[config.mk]
export PLATFORM = sky130hd
export DESIGN_NAME = hub75_row_capture
export DESIGN_NICKNAME = d
export VERILOG_FILES = /design/src/rtl/hub75_pkg.sv /design/src/rtl/hub75_in_sync.sv /design/src/rtl/hub75_row_capture.sv
export SDC_FILE = /design/constraint.sdc
export NUM_CORES = 1
export LEC_CHECK = 0
export BUFFER_PORTS_ARGS = -buffer_cell sky130_fd_sc_hd__buf_4
export CAP_MARGIN = 20
export CELL_PAD_IN_SITES_DETAIL_PLACEMENT = 1
export CELL_PAD_IN_SITES_GLOBAL_PLACEMENT = 2
export CORE_ASPECT_RATIO = 0.5
export CORE_UTILIZATION = 35
export CTS_BUF_LIST = sky130_fd_sc_hd__clkbuf_4 sky130_fd_sc_hd__clkbuf_8
export DETAILED_ROUTE_END_ITERATION = 8
export PLACE_DENSITY = 0.77
export SKIP_LAST_GASP = 1
export SLEW_MARGIN = 20
export SYNTH_ARGS = -nofsm -noshare
export SYNTH_HDL_FRONTEND = slang
export SYNTH_SLANG_ARGS = --single-unit
[constraint.sdc]
create_clock -name i_clk -period 3.5 [get_ports i_clk]
set_input_delay 0.525 -clock i_clk [delete_from_list [all_inputs] [get_ports i_clk]]
set_output_delay 0.525 -clock i_clk [all_outputs]
set_load 0.05 [all_outputs]
[src/rtl/hub75_pkg.sv]
// hub75_pkg: shared constants, pixel/row types and output FSM states for the HUB75 row capture block.
package hub75_pkg;
    localparam int COLS = 64;
    localparam int BPP = 3;
    localparam int ROW_AW = 5;
    localparam int HALF_ROWS = 2 ** (ROW_AW - 1);
    localparam int ROW_W = COLS * BPP;
    localparam int CNT_W = $clog2(COLS + 2);
    typedef logic [BPP-1:0] pixel_t;
    typedef logic [ROW_W-1:0] row_t;
    typedef enum logic [1:0] {EMPTY, UPPER, LOWER} out_state_t;
    typedef struct packed {
        logic                         sclk;
        logic                         lat;
        logic                         oe;
        logic [$clog2(HALF_ROWS)-1:0] addr;
        pixel_t                       p0;
        pixel_t                       p1;
    } hub_t;
endpackage

[src/rtl/hub75_in_sync.sv]
// hub75_in_sync: optional 2-flop synchronizer (HUB75_CAPTURE_SYNC_EN), sample register and sclk/lat rise detect.
// The sclk/lat fields of o_hub carry one-cycle rise pulses aligned with the sampled data.
module hub75_in_sync
    import hub75_pkg::*;
(
    input  logic i_clk,
    input  logic i_rst,
    input  hub_t i_hub,
    output hub_t o_hub
);
    hub_t w_in;
`ifdef HUB75_CAPTURE_SYNC_EN
    hub_t r_meta;
    hub_t r_sync;
    always_ff @(posedge i_clk) begin
        if (i_rst) begin
            r_meta <= '0;
            r_sync <= '0;
        end else begin
            r_meta <= i_hub;
            r_sync <= r_meta;
        end
    end
    assign w_in = r_sync;
`else
    assign w_in = i_hub;
`endif
    hub_t       r_smp;
    logic       r_seen;
    logic [1:0] r_prev;
    always_ff @(posedge i_clk) begin
        if (i_rst) begin
            r_smp  <= '0;
            r_seen <= 1'b0;
            r_prev <= '0;
            o_hub  <= '0;
        end else begin
            r_smp  <= w_in;
            r_seen <= 1'b1;
            // first sample after reset seeds the history so it cannot look like an edge
            r_prev <= r_seen ? {r_smp.sclk, r_smp.lat} : {w_in.sclk, w_in.lat};
            o_hub      <= r_smp;
            o_hub.sclk <= r_smp.sclk & ~r_prev[1];
            o_hub.lat  <= r_smp.lat & ~r_prev[0];
        end
    end
endmodule

[src/rtl/hub75_row_capture.sv]
// hub75_row_capture: rebuilds latched HUB75 double-rows into upper/lower pixel rows on a valid/ready stream.
// Define HUB75_CAPTURE_SYNC_EN to add a 2-flop input synchronizer for an asynchronous panel source.
module hub75_row_capture
    import hub75_pkg::*;
(
    input  logic              i_clk,
    input  logic              i_rst,
    input  logic              i_hub_sclk,
    input  logic              i_hub_lat,
    input  logic              i_hub_oe,
    input  logic              i_hub_a,
    input  logic              i_hub_b,
    input  logic              i_hub_c,
    input  logic              i_hub_d,
    input  logic              i_hub_r0,
    input  logic              i_hub_g0,
    input  logic              i_hub_b0,
    input  logic              i_hub_r1,
    input  logic              i_hub_g1,
    input  logic              i_hub_b1,
    output logic              o_row_valid,
    input  logic              i_row_ready,
    output logic [ROW_AW-1:0] o_row_addr,
    output logic [ROW_W-1:0]  o_row_data,
    output logic              o_col_err,
    output logic              o_ovf_err,
    output logic              o_oe_err
);
    hub_t w_raw;
    hub_t w_hub;
    assign w_raw = {i_hub_sclk, i_hub_lat, i_hub_oe, i_hub_d, i_hub_c, i_hub_b, i_hub_a,
                    i_hub_r0, i_hub_g0, i_hub_b0, i_hub_r1, i_hub_g1, i_hub_b1};
    hub75_in_sync u_in_sync (
        .i_clk (i_clk),
        .i_rst (i_rst),
        .i_hub (w_raw),
        .o_hub (w_hub)
    );
    row_t              r_sh0, r_sh1, r_buf0, r_buf1, w_sh0, w_sh1;
    logic [CNT_W-1:0]  r_cnt, w_cnt;
    logic [ROW_AW-2:0] r_addr;
    logic              r_col_err, r_ovf_err, r_oe_err;
    out_state_t        r_state, w_state;
    logic              w_hs, w_free, w_commit;
    // a pixel shifted in the latch cycle is part of the committed row
    assign w_sh0    = w_hub.sclk ? {r_sh0[ROW_W-BPP-1:0], w_hub.p0} : r_sh0;
    assign w_sh1    = w_hub.sclk ? {r_sh1[ROW_W-BPP-1:0], w_hub.p1} : r_sh1;
    assign w_cnt    = (w_hub.sclk && r_cnt != CNT_W'(COLS + 1)) ? r_cnt + 1'b1 : r_cnt;
    assign w_hs     = o_row_valid && i_row_ready;
    assign w_free   = r_state == EMPTY || (r_state == LOWER && w_hs);
    assign w_commit = w_hub.lat && w_free;
    always_comb begin
        w_state = r_state;
        if (w_commit)
            w_state = UPPER;
        else if (w_hs)
            w_state = (r_state == UPPER) ? LOWER : EMPTY;
    end
    always_ff @(posedge i_clk) begin
        if (i_rst)
            r_state <= EMPTY;
        else
            r_state <= w_state;
    end
    always_ff @(posedge i_clk) begin
        if (i_rst) begin
            r_sh0     <= '0;
            r_sh1     <= '0;
            r_buf0    <= '0;
            r_buf1    <= '0;
            r_cnt     <= '0;
            r_addr    <= '0;
            r_col_err <= 1'b0;
            r_ovf_err <= 1'b0;
            r_oe_err  <= 1'b0;
        end else begin
            r_sh0 <= w_sh0;
            r_sh1 <= w_sh1;
            r_cnt <= w_hub.lat ? '0 : w_cnt;
            if (w_commit) begin
                r_buf0 <= w_sh0;
                r_buf1 <= w_sh1;
                r_addr <= w_hub.addr;
            end
            r_col_err <= w_commit && w_cnt != CNT_W'(COLS);
            r_ovf_err <= w_hub.lat && !w_free;
            r_oe_err  <= w_hub.sclk && !w_hub.oe;
        end
    end
    assign o_row_valid = r_state != EMPTY;
    assign o_row_addr  = o_row_valid ? {r_state == LOWER, r_addr} : '0;
    assign o_row_data  = (r_state == UPPER) ? r_buf0 : ((r_state == LOWER) ? r_buf1 : '0);
    assign o_col_err   = r_col_err;
    assign o_ovf_err   = r_ovf_err;
    assign o_oe_err    = r_oe_err;
endmodule

==> flow_summary.yaml, run 1 <==
final_layout:
  multi_input_area_um2: 11000
  area_delta_synth_final_pct: 18.1
  drive_gt1_frac: 0.169
  fillers: 8536
  final_cell_mix: "dfxtp_1 (812), nor2_1 (395), mux2i_1 (386)"
  final_common_cell: "dfxtp_1"
  nets: 2648
  seqCellArea_um2: 16300
place:
  dp_hpwl_mm: 40.8
  port_buffers: 216
  place.gp.congestion: 0.700
  pre_cts_ws_ns: 1.13
cts:
  post_cts_resized: 0
  clock_sinks: 813
  postCtsHoldBufs: 14
  postCtsSetupRepairBufs: 0
  cts_made_buffers: 115
  insertion_delay_ns: 0.76
  cts_tree: "done"
  clock_path_buffers: 3
  cts_root_buffer: "clkbuf_8"
  h-tree-depth: 3
  clkTransAtPathRegs_ns: 0.07
critical_path:
  cpMaxStageDelayCell: "nor2b_4"
  crit_start: "r_state[1]"
  critPathArrivalTime_ns: 2.60
  critPathMaxStageDelay_ns: 0.62
  end_kind: "output pin"
  critPathMaxFanout: 40
  critPathKind: "flop to output pin"
  r2r_start: "r_state[1]"
  r2r_setup_slack_ns: 1.33
  crit_path_cell_trace: "nor2b_4, buf_12, a22o_1, buf_4"
  start_kind: "flop"
  cp.required_ns: 2.97
sta:
  worst_pin_slew_ns: 0.951
  finalHoldViolations: 0
  setup_viol: 0
  whs_ns: 0.314
  final-max-slew-violation-count: 0
  rsz0062_at_grt: "no"
  worst_slack_ns: 0.379
  fmax_mhz: 320
  skew_ns: 0.0293
  fin_crit_ns: 3.12
  setup_tns_ns: 0
  period_share: 0.892
  slew_headroom: 0.366
pwr:
  p_int_mw: 14.3
  leakagePower_nw: 14.8
  combPwrFrac: 0.047
  clkPwrFrac: 0.434
  sw_frac_of_total: 0.229
  power_density_nw_per_um2: 556
  ir_drop_uv: 293
  switchingPower_mw: 4.26
  p_seq_frac: 0.519
route:
  avgViaCountPerCell: 5.01
  drc_errors: 0
  drtPass1Iterations: 4
  vias: 19100
  drt-total-wl_mm: 68.5
  wire_per_inst_um: 18.0
  ant_nets: 0
  drt_iter0_markers: 777
synth:
  ys_ff_latch: 813
  netlist_instances: 2478
  yosys-top-cells-area: "dfxtp_1 (57%), mux2i_1 (14%), o22a_1 (12%), a22o_1 (6.0%), nor2_1 (5.2%)"
  seq_area_frac_synth: 0.575
  syn_area_per_cell_um2: 11.4
  synth_cell_types: 37
  syn_area_um2: 28300
  syn-num-nets: 2496
  yosys.area.top_type_share: 0.575
  yosys_warnings: 0
  yosysTopAreaCell: "dfxtp_1"
floorplanning:
  coreArea_um2: 79700
  rows: 73
  die_area_um2: 82100
  ios: 217
  die_h_um: 203
  start_util: 0.355
  die-width_um: 404
global_route:
  grt_max_degree: 175
  grt_first_pass_wirelength_mm: 109
  antenna_found_initial: 1
  grt_usage: 0.164
  grt_pass1_vias: 19600
  overflow: 0
outcome:
  status: "finished, final reports clean"
flow_run:
  maxCapViolCount: 0
worst_hold_path:
  holdCritStartpoint: "i_rst"
  hold_class: "primary input to flop"
[Yosys cell counts]
master and instances:
or3b_2 1, nand3_1 2, nand3b_1 1, dfxtp_1 813
ha_1 2, inv_1 3, nor3b_2 1, o22ai_1 1
and3b_1 1, o211a_1 2, mux2i_1 386, xor2_1 2
a21boi_2 1, clkbuf_1 65, buf_4 25, nor3_1 3
nor2b_2 1, buf_2 121, and4_1 1, a21oi_1 7
o22a_1 384, nand4_1 2, a21bo_2 1, nand4bb_1 1
nor2_2 1, nor3b_1 3, and3_1 2, nand2_1 9
buf_1 10, nand2b_1 1, xnor2_1 3, o311a_1 1
or2_2 1, a22o_1 193, a211oi_1 1, nor2b_1 31
nor2_1 395
[registers in the layout (all words and copies together) (netlist names), 2 cells and up]
name and flops:
r_sh0 192, u_in_sync.o_hub 13, u_in_sync.r_prev 2, r_addr 4, r_cnt 7, r_buf1 192
r_state 2, r_sh1 192, u_in_sync.r_smp 13, r_buf0 192
[per-layer routing]
metal | global-route usage | part of all wire | up-vias
li1 | - | - | 9346
met1 | 0.212 | 0.47 | 9406
met2 | 0.273 | 0.48 | 206
met3 | 0.0335 | 0.029 | 103
met4 | 0.0537 | 0.021 | 0
met5 | 0 | 0 | -
[power by group through the flow]
stage                     clock, mW  sequential, mW  combinational, mW
after global routing           8.85            9.66              0.944
final                          8.07            9.64              0.876
after detailed placement          0            9.85              0.878
after floorplan                   0            9.79              0.681
after global placement            0            9.85              0.863
after CTS                      8.41            9.65              0.893
[worst max-delay path: cells and delay by family, from the launching register on]
kind / cells / cell delay [ns]
AND/OR/NAND/NOR: 1 / 0.62
buffers and inverters: 2 / 0.52
flip-flops: 1 / 0.40
AO/OA/AOI/OAI: 1 / 0.24
[metrics by stage]
stage	cell area, um2	power (mW)	utilization	std cells
5_1_grt	33400	19.5	0.419	3808
2_1_floorplan	28300	10.5	-	2478
3_5_place_dp	30700	10.7	0.386	3586
6_report	33400	18.6	0.419	3808
3_3_place_gp	30700	10.7	0.386	3586
4_1_cts	33400	18.9	0.419	3807
[path summary, 6_finish.rpt]
check,to,depth (start not counted)
max,o_row_data[136],4
max reg2reg,r_buf0[94],4
min,r_sh1[180],2
min reg2reg,u_in_sync.o_hub[12],1
[final cells by class]
type,instances,share of cell area
clock inverter,15,0.00494
multi-input combinational,1441,0.328
inverter,3,0.000337
clock buffer,192,0.0712
timing repair buffer,256,0.0674
antenna,1,0.0000749
sequential,813,0.487
tap,1087,0.0407
[kinds of logic after synthesis]
kind of cell,share of synthesized area
AND/OR/NAND/NOR,0.0660
flip-flops,0.575
buffers and inverters,0.0384
AO/OA/AOI/OAI,0.182
adder cells (fa/ha/maj),0.000884
XOR/XNOR,0.00155
multiplexers,0.136
Power figures use the tool's default switching activity.
==> run 2, diff against run 1 <==
- ABC_AREA: not set -> 1
- CORE_UTILIZATION: 35 -> 34
- PLACE_DENSITY: 0.77 -> 0.86
- clock period: 3.5 -> 2.7 ns (I/O delays scaled with it)
==> flow_summary.yaml, run 2 <==
outcome:
  status: "finished, final reports clean"
pwr:
  power_density_nw_per_um2: 722
  leakagePower_nw: 15.1
  ir_drop_uv: 397
synth:
  yosys-top-cells-area: "dfxtp_1 (54%), a21oi_1 (13%), nor2_1 (10%), o21ai_0 (6.4%), inv_1 (5.4%)"
  syn_area_um2: 30000
  yosys_warnings: 0
  postSynth.asyncResetShare: 0
  yosysTopAreaCell: "dfxtp_1"
  synthTopCellsByCount: "dfxtp_1 (813), nor2_1 (809), a21oi_1 (775), inv_1 (433), o21ai_0 (386)"
  synth_edf_count: 0
  yosys.area.top_type_share: 0.542
  syn_area_per_cell_um2: 7.96
  seq_area_frac_synth: 0.542
  synth_cell_types: 27
  syn-num-nets: 3789
  netlist_instances: 3771
  ys_ff_latch: 813
  synth_most_common_cell: "dfxtp_1"
  synth_ff_type: "dfxtp_1"
critical_path:
  cp.required_ns: 2.30
  start_kind: "flop"
  critPathBufInv: 5
  critPathArrivalTime_ns: 2.29
  r2r_setup_slack_ns: 0.60
  critPathMaxStageDelay_ns: 0.37
  cpMaxStageDelayCell: "dfxtp_4"
  critPathMaxFanout: 36
  crit_start: "r_state[0]"
  r2r_end: "r_buf0[56]"
  crit_path_cell_trace: "inv_2, nor2_4, buf_4, inv_6, buf_16, o22ai_1, buf_4"
  crit_family: "buffers and inverters"
  critPathKind: "flop to output pin"
  worst_path_most_repeated_cell: "buf_4"
  r2r_start: "u_in_sync.o_hub[11]"
  worst-r2r-cell-count: 6
  end_kind: "output pin"
floorplanning:
  coreArea_um2: 86700
  ios: 217
  start_util: 0.346
  die-width_um: 422
  rows: 76
  die_h_um: 212
  die_area_um2: 89500
sta:
  final-max-slew-violation-count: 0
  finalHoldViolations: 0
  fmax_mhz: 372
  slew_headroom: 0.475
  period_share: 0.997
  worst_pin_slew_ns: 0.787
  fin_crit_ns: 2.69
  skew_ns: 0.0319
  rsz0062_at_grt: "yes"
  whs_ns: 0.172
  setup_viol: 0
global_route:
  overflow: 0
  antenna_found_initial: 1
  grt_max_degree: 153
  grt_pass1_vias: 25500
  grt_first_pass_wirelength_mm: 134
  grt_usage: 0.184
final_layout:
  stdcell_count: 5178
  final_common_cell: "dfxtp_1"
  area_delta_synth_final_pct: 20.1
  fillers: 10400
  final_cell_mix: "dfxtp_1 (810), nor2_1 (807), a21oi_1 (775)"
  finalCoreUtilization: 0.416
  drive_gt1_frac: 0.152
  nets: 3930
cts:
  h-tree-depth: 3
  clock_path_buffers: 3
  cts_tree: "done"
  cts_made_buffers: 116
  cts_root_buffer: "clkbuf_8"
  insertion_delay_ns: 0.79
  clkTransAtPathRegs_ns: 0.06
  clock_sinks: 813
place:
  place.gp.congestion: 0.762
  dp_cells: 4926
  dp_hpwl_mm: 51.0
  port_buffers: 216
route:
  avgViaCountPerCell: 4.89
  drt-total-wl_mm: 86.0
  drt_iter0_markers: 1430
  drtPass1Iterations: 4
  ant_nets: 0
  drc_errors: 0
  vias: 25300
  wire_per_inst_um: 16.6
worst_hold_path:
  hold_depth: 4
  holdCritStartpoint: "i_rst"
  min_to: "r_buf0[188]"
  hold_class: "primary input to flop"
flow_run:
  maxCapViolCount: 0
run 2: through the flow:
step	setup TNS, ns	area (um2)	worst slack, ns	power (mW)
2_1_floorplan	-26.26	30000	-0.139	14.6
3_3_place_gp	0	32300	0.525	15.1
3_5_place_dp	0	32300	0.423	15.2
4_1_cts	-0.116	35500	-0.0309	26.4
5_1_grt	-2.96	36000	-0.102	27.2
6_report	0	36000	0.00915	26.0
run 2: kinds of logic after synthesis:
kind of cell / Yosys count / synth area share
buffers and inverters: 739 / 0.113
AO/OA/AOI/OAI: 1361 / 0.235
XOR/XNOR: 2 / 0.000584
flip-flops: 813 / 0.542
adder cells (fa/ha/maj): 2 / 0.000834
AND/OR/NAND/NOR: 854 / 0.108
run 2: layout make-up:
class / instances / area, um2 / area share
Antenna cell: 1 / 2.50 / 0.0000694
Clock buffer: 182 / 2320 / 0.0643
Clock inverter: 31 / 328 / 0.00910
Inverter: 437 / 1710 / 0.0473
Multi-Input combinational cell: 2219 / 10800 / 0.300
Sequential cell: 813 / 16300 / 0.452
Tap cell: 1170 / 1460 / 0.0406
Timing Repair Buffer: 322 / 3080 / 0.0855
Timing Repair inverter: 3 / 26.3 / 0.000729
run 2: power breakdown:
part | leakage, nW | switching, mW | internal [mW]
Sequential | 6.64 | 0.236 | 12.6
Clock | 1.41 | 4.94 | 6.04
Combinational | 7.02 | 1.47 | 0.706
Total | 15.1 | 6.65 | 19.4
run 2: how the worst max path moves through the flow:
stage	to	slack (ns)	cells after the start
after CTS	o_row_data[176]	-0.03	6
after floorplan	o_row_data[100]	-0.14	6
final	o_row_data[29]	0.009	7
after global routing	o_row_data[29]	-0.10	7
after detailed placement	o_row_data[176]	0.42	6
after global placement	o_row_data[175]	0.53	6
run 2: per-layer routing:
layer  GRT usage  routed length, um
met1       0.230              39100
met2       0.318              42100
met3      0.0340               2480
met4      0.0641               2370
met5           0                  0
run 2: worst min-delay path: stages:
cell and delay [ns]:
buf_4 0.13, inv_8 0.16, o21ai_0 0.14, a21oi_1 0.04
run 2: repair_timing:
item / in CTS / in global routing
hold endpoints to repair: 18 / 0
endpoints found under the setup margin: 191 / 141
pin swaps: 2 / 1
hold buffers: 14 / 0
gates cloned: 6 / 5
setup buffers: 11 / 2
resized for setup: 37 / 79
==> run 3, diff against run 2 <==
- CORE_ASPECT_RATIO: 0.5 -> 0.7
==> flow_summary.yaml, run 3 (synthesis results as in run 2) <==
cts:
  clkTransAtPathRegs_ns: 0.07
  insertion_delay_ns: 0.84
  clock_path_buffers: 3
  cts_tree: "done"
  cts_made_buffers: 133
  clock_sinks: 813
  cts_root_buffer: "clkbuf_8"
  h-tree-depth: 4
sta:
  worst_slack_ns: -0.0648
  fmax_mhz: 362
  rsz0062_at_grt: "yes"
  fin_crit_ns: 2.76
  setup_viol: 24
  period_share: 1.02
  finalHoldViolations: 0
  skew_ns: 0.0632
  slew_headroom: 0.512
  worst_pin_slew_ns: 0.732
  final-max-slew-violation-count: 0
route:
  drc_errors: 0
  drt_iter0_markers: 1501
  ant_nets: 0
  vias: 25800
  avgViaCountPerCell: 4.96
  wire_per_inst_um: 18.4
  drt-total-wl_mm: 95.5
  drtPass1Iterations: 5
outcome:
  status: "finished, violations left"
  violations: "setup timing"
global_route:
  overflow: 0
  grt_first_pass_wirelength_mm: 145
  grt_pass1_vias: 25800
  antenna_found_initial: 1
  grt_max_degree: 138
  grt_usage: 0.204
critical_path:
  critPathMaxFanout: 21
  crit_path_cell_trace: "buf_4, nor2_4, buf_12, inv_16, clkbuf_16, o22ai_1, buf_4"
  worst_path_most_repeated_cell: "buf_4"
  end_kind: "output pin"
  cpMaxStageDelayCell: "dfxtp_4"
  cp.required_ns: 2.30
  start_kind: "flop"
  critPathKind: "flop to output pin"
  critPathArrivalTime_ns: 2.36
  critPathMaxStageDelay_ns: 0.35
place:
  placed_cell_area_um2: 32500
  place.gp.congestion: 0.803
  port_buffers: 216
  dp_hpwl_mm: 55.1
  pre_cts_ws_ns: 0.325
final_layout:
  drive_gt1_frac: 0.173
  post-route-cell-area_um2: 37500
  area_delta_synth_final_pct: 25.0
  nets: 3981
  final_common_cell: "dfxtp_1"
  final_cell_mix: "dfxtp_1 (810), nor2_1 (807), a21oi_1 (775)"
floorplanning:
  start_util: 0.346
  ios: 217
  die_area_um2: 89500
  coreArea_um2: 86800
  die-width_um: 357
  rows: 90
  die_h_um: 251
pwr:
  leakagePower_nw: 15.5
  ir_drop_uv: 427
  power_density_nw_per_um2: 712
worst_hold_path:
  hold_class: "primary input to flop"
flow_run:
  maxCapViolCount: 0
==> run 3: cell count changes in the layout (fill, tap and decap cells not counted), sizes merged <==
cell	delta
clkbuf	+21
buf	+26
clkinvlp	+3
clkinv	-10
dlygate4sd3	+1
inv	+5
bufinv	-1
==> run 3: final cells by class <==
class	count	area, um2
Sequential cell	813	16300
Antenna cell	1	2.50
Fill cell	10300	49300
Clock buffer	200	2490
Tap cell	1150	1440
Timing Repair inverter	7	73.8
Clock inverter	24	280
Inverter	437	1710
Timing Repair Buffer	352	3960
Multi-Input combinational cell	2219	11300
==> run 3: report_power, final <==
part,switching [mW],total [mW],internal (mW)
combinational,1.61,2.39,0.784
sequential,0.233,12.9,12.6
clock,5.07,11.4,6.36
total,6.91,26.7,19.8
==> run 3: path summary, 6_finish.rpt <==
check	startpoint	endpoint	slack, ns	cells after the start
max	r_state[1]	o_row_data[190]	-0.06	7
min	i_hub_g0	u_in_sync.r_smp[4]	0.34	4
max reg2reg	r_state[0]	r_buf1[62]	0.38	8
min reg2reg	u_in_sync.r_smp[7]	u_in_sync.o_hub[7]	0.38	2
==> run 3: metal layers <==
layer  GRT usage  share of wire
met3      0.0441          0.042
met4      0.0639          0.023
met2       0.312           0.45
met1       0.284           0.48
met5           0              0
==> run 3: timing repair <==
action | CTS | global route
resized for setup | 116 | 173
hold buffers | 15 | 0
cloned | 15 | 9
endpoints found under the setup margin | 191 | 190
pin swaps | 2 | 1
hold endpoints to repair | 25 | 0
buffers inserted | 11 | 1
==> run 3: per-stage QoR <==
step                      std cells  hold slack, ns  setup TNS (ns)  utilization  total power, mW
after floorplan                3771           0.367          -26.26            -             14.6
after global placement         4927           0.374               0        0.375             15.2
after detailed placement       4927           0.381               0        0.375             15.3
after CTS                      5192           0.237           -4.82        0.419             26.9
after global routing           5203           0.295          -14.72        0.432             27.9
final                          5203           0.338          -0.457        0.432             26.7
==> run 3: critical path, delay by kind of cell (launching register included) <==
kind,cells,cell delay [ns]
AO/OA/AOI/OAI,1,0.17
buffers and inverters,5,0.86
flip-flops,1,0.35
AND/OR/NAND/NOR,1,0.13
